## src/rtl/ledr_pattern_sequencer.sv

```systemverilog
// Registered next-pattern generator for LEDR[9:0]: 1-to-10 bar fill followed by a cyclic effect loop.
// The effect loop is built only when LEDR_EFFECTS_EN is defined; otherwise 0x3FF wraps to 0x000.
module ledr_pattern_sequencer (
    input  logic       clk,
    input  logic       reset,
    input  logic       en,
    input  logic [9:0] in,
    output logic [9:0] out
);

    localparam logic [9:0] P0  = 10'h000;
    localparam logic [9:0] P10 = 10'h3FF;
`ifdef LEDR_EFFECTS_EN
    localparam logic [9:0] E1A = 10'h2AA;
    localparam logic [9:0] E1B = 10'h155;
    localparam logic [9:0] E2A = 10'h249;
    localparam logic [9:0] E2B = 10'h124;
    localparam logic [9:0] E2C = 10'h092;
    localparam logic [9:0] EON = 10'h3FF;
`endif

    logic [9:0] out_q;
    logic [9:0] out_d;

    // Successor of a decoded pattern; anything off-sequence recovers to P0.
    function automatic logic [9:0] next_pattern(input logic [9:0] cur);
        logic [9:0] nxt;
        nxt = P0;
        case (cur)
            10'h000: nxt = 10'h001;
            10'h001: nxt = 10'h003;
            10'h003: nxt = 10'h007;
            10'h007: nxt = 10'h00F;
            10'h00F: nxt = 10'h01F;
            10'h01F: nxt = 10'h03F;
            10'h03F: nxt = 10'h07F;
            10'h07F: nxt = 10'h0FF;
            10'h0FF: nxt = 10'h1FF;
            10'h1FF: nxt = P10;
`ifdef LEDR_EFFECTS_EN
            // P10 and EON share 0x3FF, so both enter the effect loop.
            P10:     nxt = E1A;
            E1A:     nxt = E1B;
            E1B:     nxt = E2A;
            E2A:     nxt = E2B;
            E2B:     nxt = E2C;
            E2C:     nxt = EON;
`else
            P10:     nxt = P0;
`endif
            default: nxt = P0;
        endcase
        return nxt;
    endfunction

    // Next-state selection: advance one step on enable, otherwise hold.
    always_comb begin
        out_d = out_q;
        if (en) begin
            out_d = next_pattern(in);
        end else begin
            out_d = out_q;
        end
    end

    // Pattern register with asynchronous active-low clear.
    always_ff @(posedge clk or negedge reset) begin
        if (!reset) begin
            out_q <= P0;
        end else begin
            out_q <= out_d;
        end
    end

    assign out = out_q;

endmodule

```

## config.mk

```make
export PLATFORM = sky130hd
export DESIGN_NAME = ledr_pattern_sequencer
export DESIGN_NICKNAME = d
export VERILOG_FILES = /design/src/rtl/ledr_pattern_sequencer.sv
export SDC_FILE = /design/constraint.sdc
export NUM_CORES = 1
export LEC_CHECK = 0
export BUFFER_PORTS_ARGS = -buffer_cell sky130_fd_sc_hd__buf_2
export CORE_MARGIN = 2
export CORE_UTILIZATION = 30
export DETAILED_ROUTE_END_ITERATION = 6
export HOLD_SLACK_MARGIN = 0.02
export SKIP_LAST_GASP = 1
export SYNTH_ARGS = -nofsm -noshare
export SYNTH_HDL_FRONTEND = slang
export SYNTH_SLANG_ARGS = --single-unit
```

## constraint.sdc

```tcl
create_clock -name clk -period 0.8 [get_ports clk]
set_clock_uncertainty 0.1 [all_clocks]
set_input_delay 0.24 -clock clk [delete_from_list [all_inputs] [get_ports clk]]
set_output_delay 0.24 -clock clk [all_outputs]
set_load 0.03 [all_outputs]
```

==> run metrics, run 1 <==
gr ovfl total=0; vias in the first global route=approximately 530; H-tree levels=1; top-count cell post-synth=dfrtp_1; CTS Buffer Depth=2; initial antenna violation count=0; Final Worst Setup Slack=-449 ps; GRT Util Overall=0.153; crit path DAT=~1300 ps; Skew-Pair Late Insertion Delay=260 ps; 1st-iter DRT viols=7; Worst path slowest cell=or4b_4; Die Y=between 40 and 50 microns; Final Hold Fails=0; DP HPWL=a little under 1000 microns; number of synthesized flops with an enable pin=0; Hold Path Class=primary input to register; Hold Startpoint=in[8]; post-synth design cell area=~500 sq um; Power, Total=0.00114 W; max reg flops=10; # rows=14; critical path required time=about 880 ps; Slowest Stage Delay on Critical Path=~530 ps; Slew Viols, Final=0; Post-Synthesis Cells=53; I/O Pins=23; Crit Path Class=primary input to register; Internal=0.000880 W; f_max=0.801 GHz; largest area contributor in the netlist=dfrtp_1; RSZ-0062 raised after global routing=yes; max cap viols=0; TritonRoute pass-1 iters=4; Port Buffers=22; worst r2r src=out[1]; CTS buffer count=3; DR DRC count=0; Setup-failing EPs final=20; synthesis-stage register bit count=10; fraction of registers with async set/reset=1.00; first-pass GRT wire length=2170 microns; routed via count=approximately 540; Worst IR Drop VDD=0.696 mV; register area=262 sq um; Power per Cell Area=around 1200 nW/um^2; Reg power frac=0.448; synthesized area per cell=approximately 9.5 sq um; startpoint type of the worst setup path=primary input; Routed WL=1340 microns; die area=between 2000 and 2500 sq um; vias per cell=roughly 4.7; Leak=around 0.49 nW; Logic pwr share=0.157; commonest cells in the netlist=dfrtp_1, inv_1, nand3_1; crit-path cells=buf_6 -> or4b_4 -> nor3_4 -> o21ai_1 -> o21ai_1; Core Area=between 1500 and 2000 sq um; post-DR wirelength/cell=~12 microns; fin nets=approximately 110; worst slew pin tran=~240 ps; Crit. End Element=register; status=complete, but fails checks; Seq/Total Area, Yosys=0.496; post-layout min period=approximately 1200 ps; post-synthesis net count=66; fillcell total=140; Final Cycle Share=1.56; CP startpoint=in[9]; Distinct cells, synth=22; Synth warnings=0; Syn-to-layout area delta=94.8%; die width=around 45 microns; Clock Sinks=10; fraction of layout cells with a size suffix above 1=0.677; clk slew on worst S/H paths=approximately 70 ps; Slew headroom=0.839; ys flop type=dfrtp_1; root buffer cell=clkbuf_4; # diodes=0; share of the synthesized area in the top cell type=0.496; Initial Utilization=0.327; switching power=0.000259 W; gp weighted congestion=roughly 0.74; pin count of the biggest net entering global routing=14; Multi-input gate area=275 sq um; CTS tree=done; failing checks=setup timing; share of total power in the clock network=0.396; DRT antenna net count=0; sw frac=0.227; Crit Path Max Fanout=5; Setup WS pre-CTS=-709 ps; most frequent CP cell=o21ai_1; Area contributors post-synth=dfrtp_1, nand3_1, inv_1, nand2b_1, o2111ai_1
==> area by class of cell <==
class	instances	area share
clock buffers	4	0.0369
flip-flops and latches	10	0.266
multi-input cells	34	0.280
well taps	16	0.0204
inverters	8	0.0306
repair buffers	43	0.366
==> per-stage QoR <==
step           hold WS [ps]  cell area (sq um)   util  instances  setup TNS [ps]
3_3_place_gp           6.91                761  0.494        101           -6540
6_report                216                982  0.637        115           -6300
4_1_cts                 220                941  0.610        110           -6220
5_1_grt                 244                982  0.637        115           -7070
3_5_place_dp           12.1                761  0.494        101           -6700
2_1_floorplan          -156                552      -         53           -3760
==> cells by family after synthesis <==
kind of cell           count (synthesis)  synth area share
and+or+nand+nor                       20             0.251
DFF                                   10             0.496
muxes                                  1            0.0223
buffers and inverters                  9            0.0670
AOI/OAI and AO/OA                     13             0.164
==> path summary, 6_finish.rpt <==
path	endpoint	slack, ps	cells past startpoint
hold / removal	out[9]	220	4
setup / recovery	out[4]	-450	5
hold reg to reg	out[9]	440	2
setup reg to reg	out[1]	-220	4
max in group asynchronous	out[2]	120	2
min in group asynchronous	out[8]	270	2
==> layer usage <==
layer	up-vias	wire [microns]	GRT usage
li1	276	-	-
met1	241	548	0.175
met2	16	704	0.257
met4	0	27	0.0882
met5	-	0	0
met3	4	55	0.0360
==> power groups by stage <==
stage               combinational [W]  sequential [W]  clock (W)
finish                       0.000178        0.000510   0.000451
global route                 0.000195        0.000510   0.000476
CTS                          0.000178        0.000510   0.000456
detailed placement           0.000153        0.000519          0
global placement             0.000152        0.000519          0
floorplan                   0.0000450        0.000524          0
==> layout by cell type, fill, tap and decap left out, types with 2 or more instances in the layout <==
master    instances
buf_6            15
nand3_1           5
dfrtp_2           9
nand2_1           2
o21ai_0           2
buf_4            18
nand2b_1          3
inv_1             8
clkbuf_4          3
buf_2             9
o21ai_1           4
==> what timing repair did <==
item / 4_1_cts / 5_1_grt
pin swaps: 4 / 0
endpoints found under the setup margin: 20 / 20
resized for setup: 29 / 1
hold buffers: 1 / 0
hold endpoints to repair: 10 / 0
gates cloned: 0 / 0
buffers inserted: 4 / 5
==> critical path, delay by kind of cell <==
family                 cells  cell delay, ps
and+or+nand+nor            2             720
AOI/OAI and AO/OA          2             270
buffers and inverters      1              90
Power figures use the tool's default switching activity.
==> run 2: changes to the inputs <==
--- a/config.mk
+++ b/config.mk
@@ -10,6 +10,7 @@
 export CORE_UTILIZATION = 30
 export DETAILED_ROUTE_END_ITERATION = 6
 export HOLD_SLACK_MARGIN = 0.02
+export PLACE_DENSITY = 0.61
 export SKIP_LAST_GASP = 1
 export SYNTH_ARGS = -nofsm -noshare
 export SYNTH_HDL_FRONTEND = slang
==> run 2 against run 1 <==
Compared with the run above:
- fmax shrank 4.4%
- first-iteration DRC count down 71%
- clock power grew 3%
- the run still ends with setup timing left
- via count rose by 3.5%
- highest routed layer unchanged
- largest cell class unchanged
- cell area increased by 4.6%
==> run metrics, run 2 (synthesis results as in run 1) <==
Slew headroom=0.834 (-0.00589); first-pass GRT wire length=2320 microns (+6.7%); Routed WL=1460 microns (+8.9%); critical path required time=890 ps (about the same); I/O Pins=23 (unchanged); Hold Path Class=primary input to register; CTS Buffer Depth=2 (unchanged); FF-to-FF setup slack=-90 ps (+130 ps); Logic pwr share=0.172 (+0.015); reg2reg end=out[5]; sw frac=0.241 (+0.0135); Skew-Pair Late Insertion Delay=250 ps (about the same); startpoint type of the worst setup path=primary input; Crit Path Max Fanout=5 (unchanged); CTS tree=done; # diodes=0 (unchanged); DRT antenna net count=0 (unchanged); utilization after layout=0.666 (+0.0292); Crit Path Class=primary input to register; clk slew on worst S/H paths=70 ps (about the same); Final Hold Fails=0 (unchanged); setup_tns=-6610 ps (-308 ps); post-layout min period=1310 ps (+58.1 ps); Worst IR Drop VDD=1.14 mV (+64%); vias per cell=4.92 (+5.4%); WHS=157 ps (-59.2 ps); vias in the first global route=546 (+2.2%); GRT Util Overall=0.164 (+0.0111); status=complete, but fails checks; Reg power frac=0.433 (-0.015); routed via count=556 (+3.5%); switching power=0.000283 W (+9.5%); most frequent cells in the layout=buf_4, buf_6, dfrtp_2; post-DR wirelength/cell=12.9 microns (+11%); Setup-failing EPs final=20 (unchanged); share of total power in the clock network=0.395 (about the same); die area=2020 sq um (unchanged); gr ovfl total=0 (unchanged); Die Y=45.0 microns (unchanged); pin count of the biggest net entering global routing=14 (unchanged); root buffer cell=clkbuf_4; Core Area=1540 sq um (unchanged); fillcell total=126 (-10%); f_max=0.765 GHz (-4.4%); Placed Cells incl. Taps=100 (-0.99%); max cap viols=0 (unchanged); hold depth=3 (-1); Slew Viols, Final=0 (unchanged); 1st-iter DRT viols=2 (-5); Syn-to-layout area delta=104%; Power per Cell Area=1150 nW/um^2 (-1.2%); max reg flops=10 (unchanged); initial antenna violation count=0 (unchanged); gp weighted congestion=0.867 (+17%); die width=45.0 microns (unchanged); fraction of layout cells with a size suffix above 1=0.742 (+0.0655); non-filler instance count after layout=113 (-1.7%); Port Buffers=22 (unchanged); Hold Startpoint=in[4]; worst r2r src=out[5]; register area=262 sq um (unchanged); Final Worst Setup Slack=-507 ps (-58.1 ps); crit path DAT=1400 ps (+70 ps); Final Cycle Share=1.63 (+0.0726); Multi-input gate area=314 sq um (+14%); Clock Sinks=10 (unchanged); TritonRoute pass-1 iters=4 (unchanged); Hold Crit Endpoint=out[5]; worst slew pin tran=247 ps (+7.83 ps); Initial Utilization=0.327 (unchanged); DR DRC count=0 (unchanged); Leak=0.501 nW (+3.1%); failing checks=setup timing; Internal=0.000893 W (+1.5%); RSZ-0062 raised after global routing=yes; CTS buffer count=3 (unchanged); Crit. End Element=register; FF-to-FF path depth=3 (-1); most common cell after layout, fill and taps aside=buf_4; DP HPWL=966 microns (+0.61%); H-tree levels=1 (unchanged); fin nets=111 (-1.8%); # rows=14 (unchanged)
## run 2: cell count changes in the layout (fill, tap and decap cells not counted), sizes merged
cell  previous run  this run
buf             42        40
## run 2: power groups by stage
stage	clock (W)	combinational [W]	sequential, W
6_report	0.000465	0.000203	0.000509
5_1_grt	0.000509	0.000218	0.000510
4_1_cts	0.000468	0.000174	0.000509
3_5_place_dp	0	0.000151	0.000519
3_3_place_gp	0	0.000150	0.000519
2_1_floorplan	0	0.0000450	0.000524
## run 2: layer usage
metal,GRT usage,vias up,part of all wire
li1,-,276,-
met1,0.208,271,0.45
met2,0.260,7,0.51
met3,0.0240,2,0.020
met4,0.100,0,0.023
met5,0,-,0
## run 2: repair_timing
| action | CTS | global route |
|---|---|---|
| setup buffers | 5 | 4 |
| endpoints found under the hold margin | 10 | 0 |
| gates resized for setup | 28 | 17 |
| pin swaps | 7 | 5 |
| hold buffers | 1 | 0 |
| setup endpoints to repair | 20 | 20 |
## run 2: metrics by stage
step / area (sq um) / total power, W / setup slack (ps)
after floorplan: 552 / 0.000569 / -537
after global placement: 753 / 0.000669 / -713
after detailed placement: 753 / 0.000670 / -752
after CTS: 931 / 0.00115 / -462
after global routing: 1030 / 0.00124 / -596
final: 1030 / 0.00118 / -507
## run 2: cell type report
| class | count | area share |
|---|---|---|
| multi-input combinational | 34 | 0.306 |
| tap | 16 | 0.0195 |
| clock buffer | 4 | 0.0353 |
| inverter | 8 | 0.0292 |
| sequential | 10 | 0.255 |
| timing repair buffer | 41 | 0.356 |
## run 2: worst max path at each step
stage / start / to / slack (ps) / cells past startpoint
global placement: in[9] / out[3] / -710 / 5
detailed placement: in[9] / out[3] / -750 / 5
CTS: in[9] / out[3] / -460 / 5
finish: in[9] / out[1] / -510 / 5
global route: in[9] / out[3] / -600 / 5
floorplan: in[9] / out[3] / -540 / 4
## run 2: critical path, stage by stage
cell and delay (ps):
buf_6 90, or4b_4 530, nor3_4 220, o2111ai_1 200
nand3_1 120
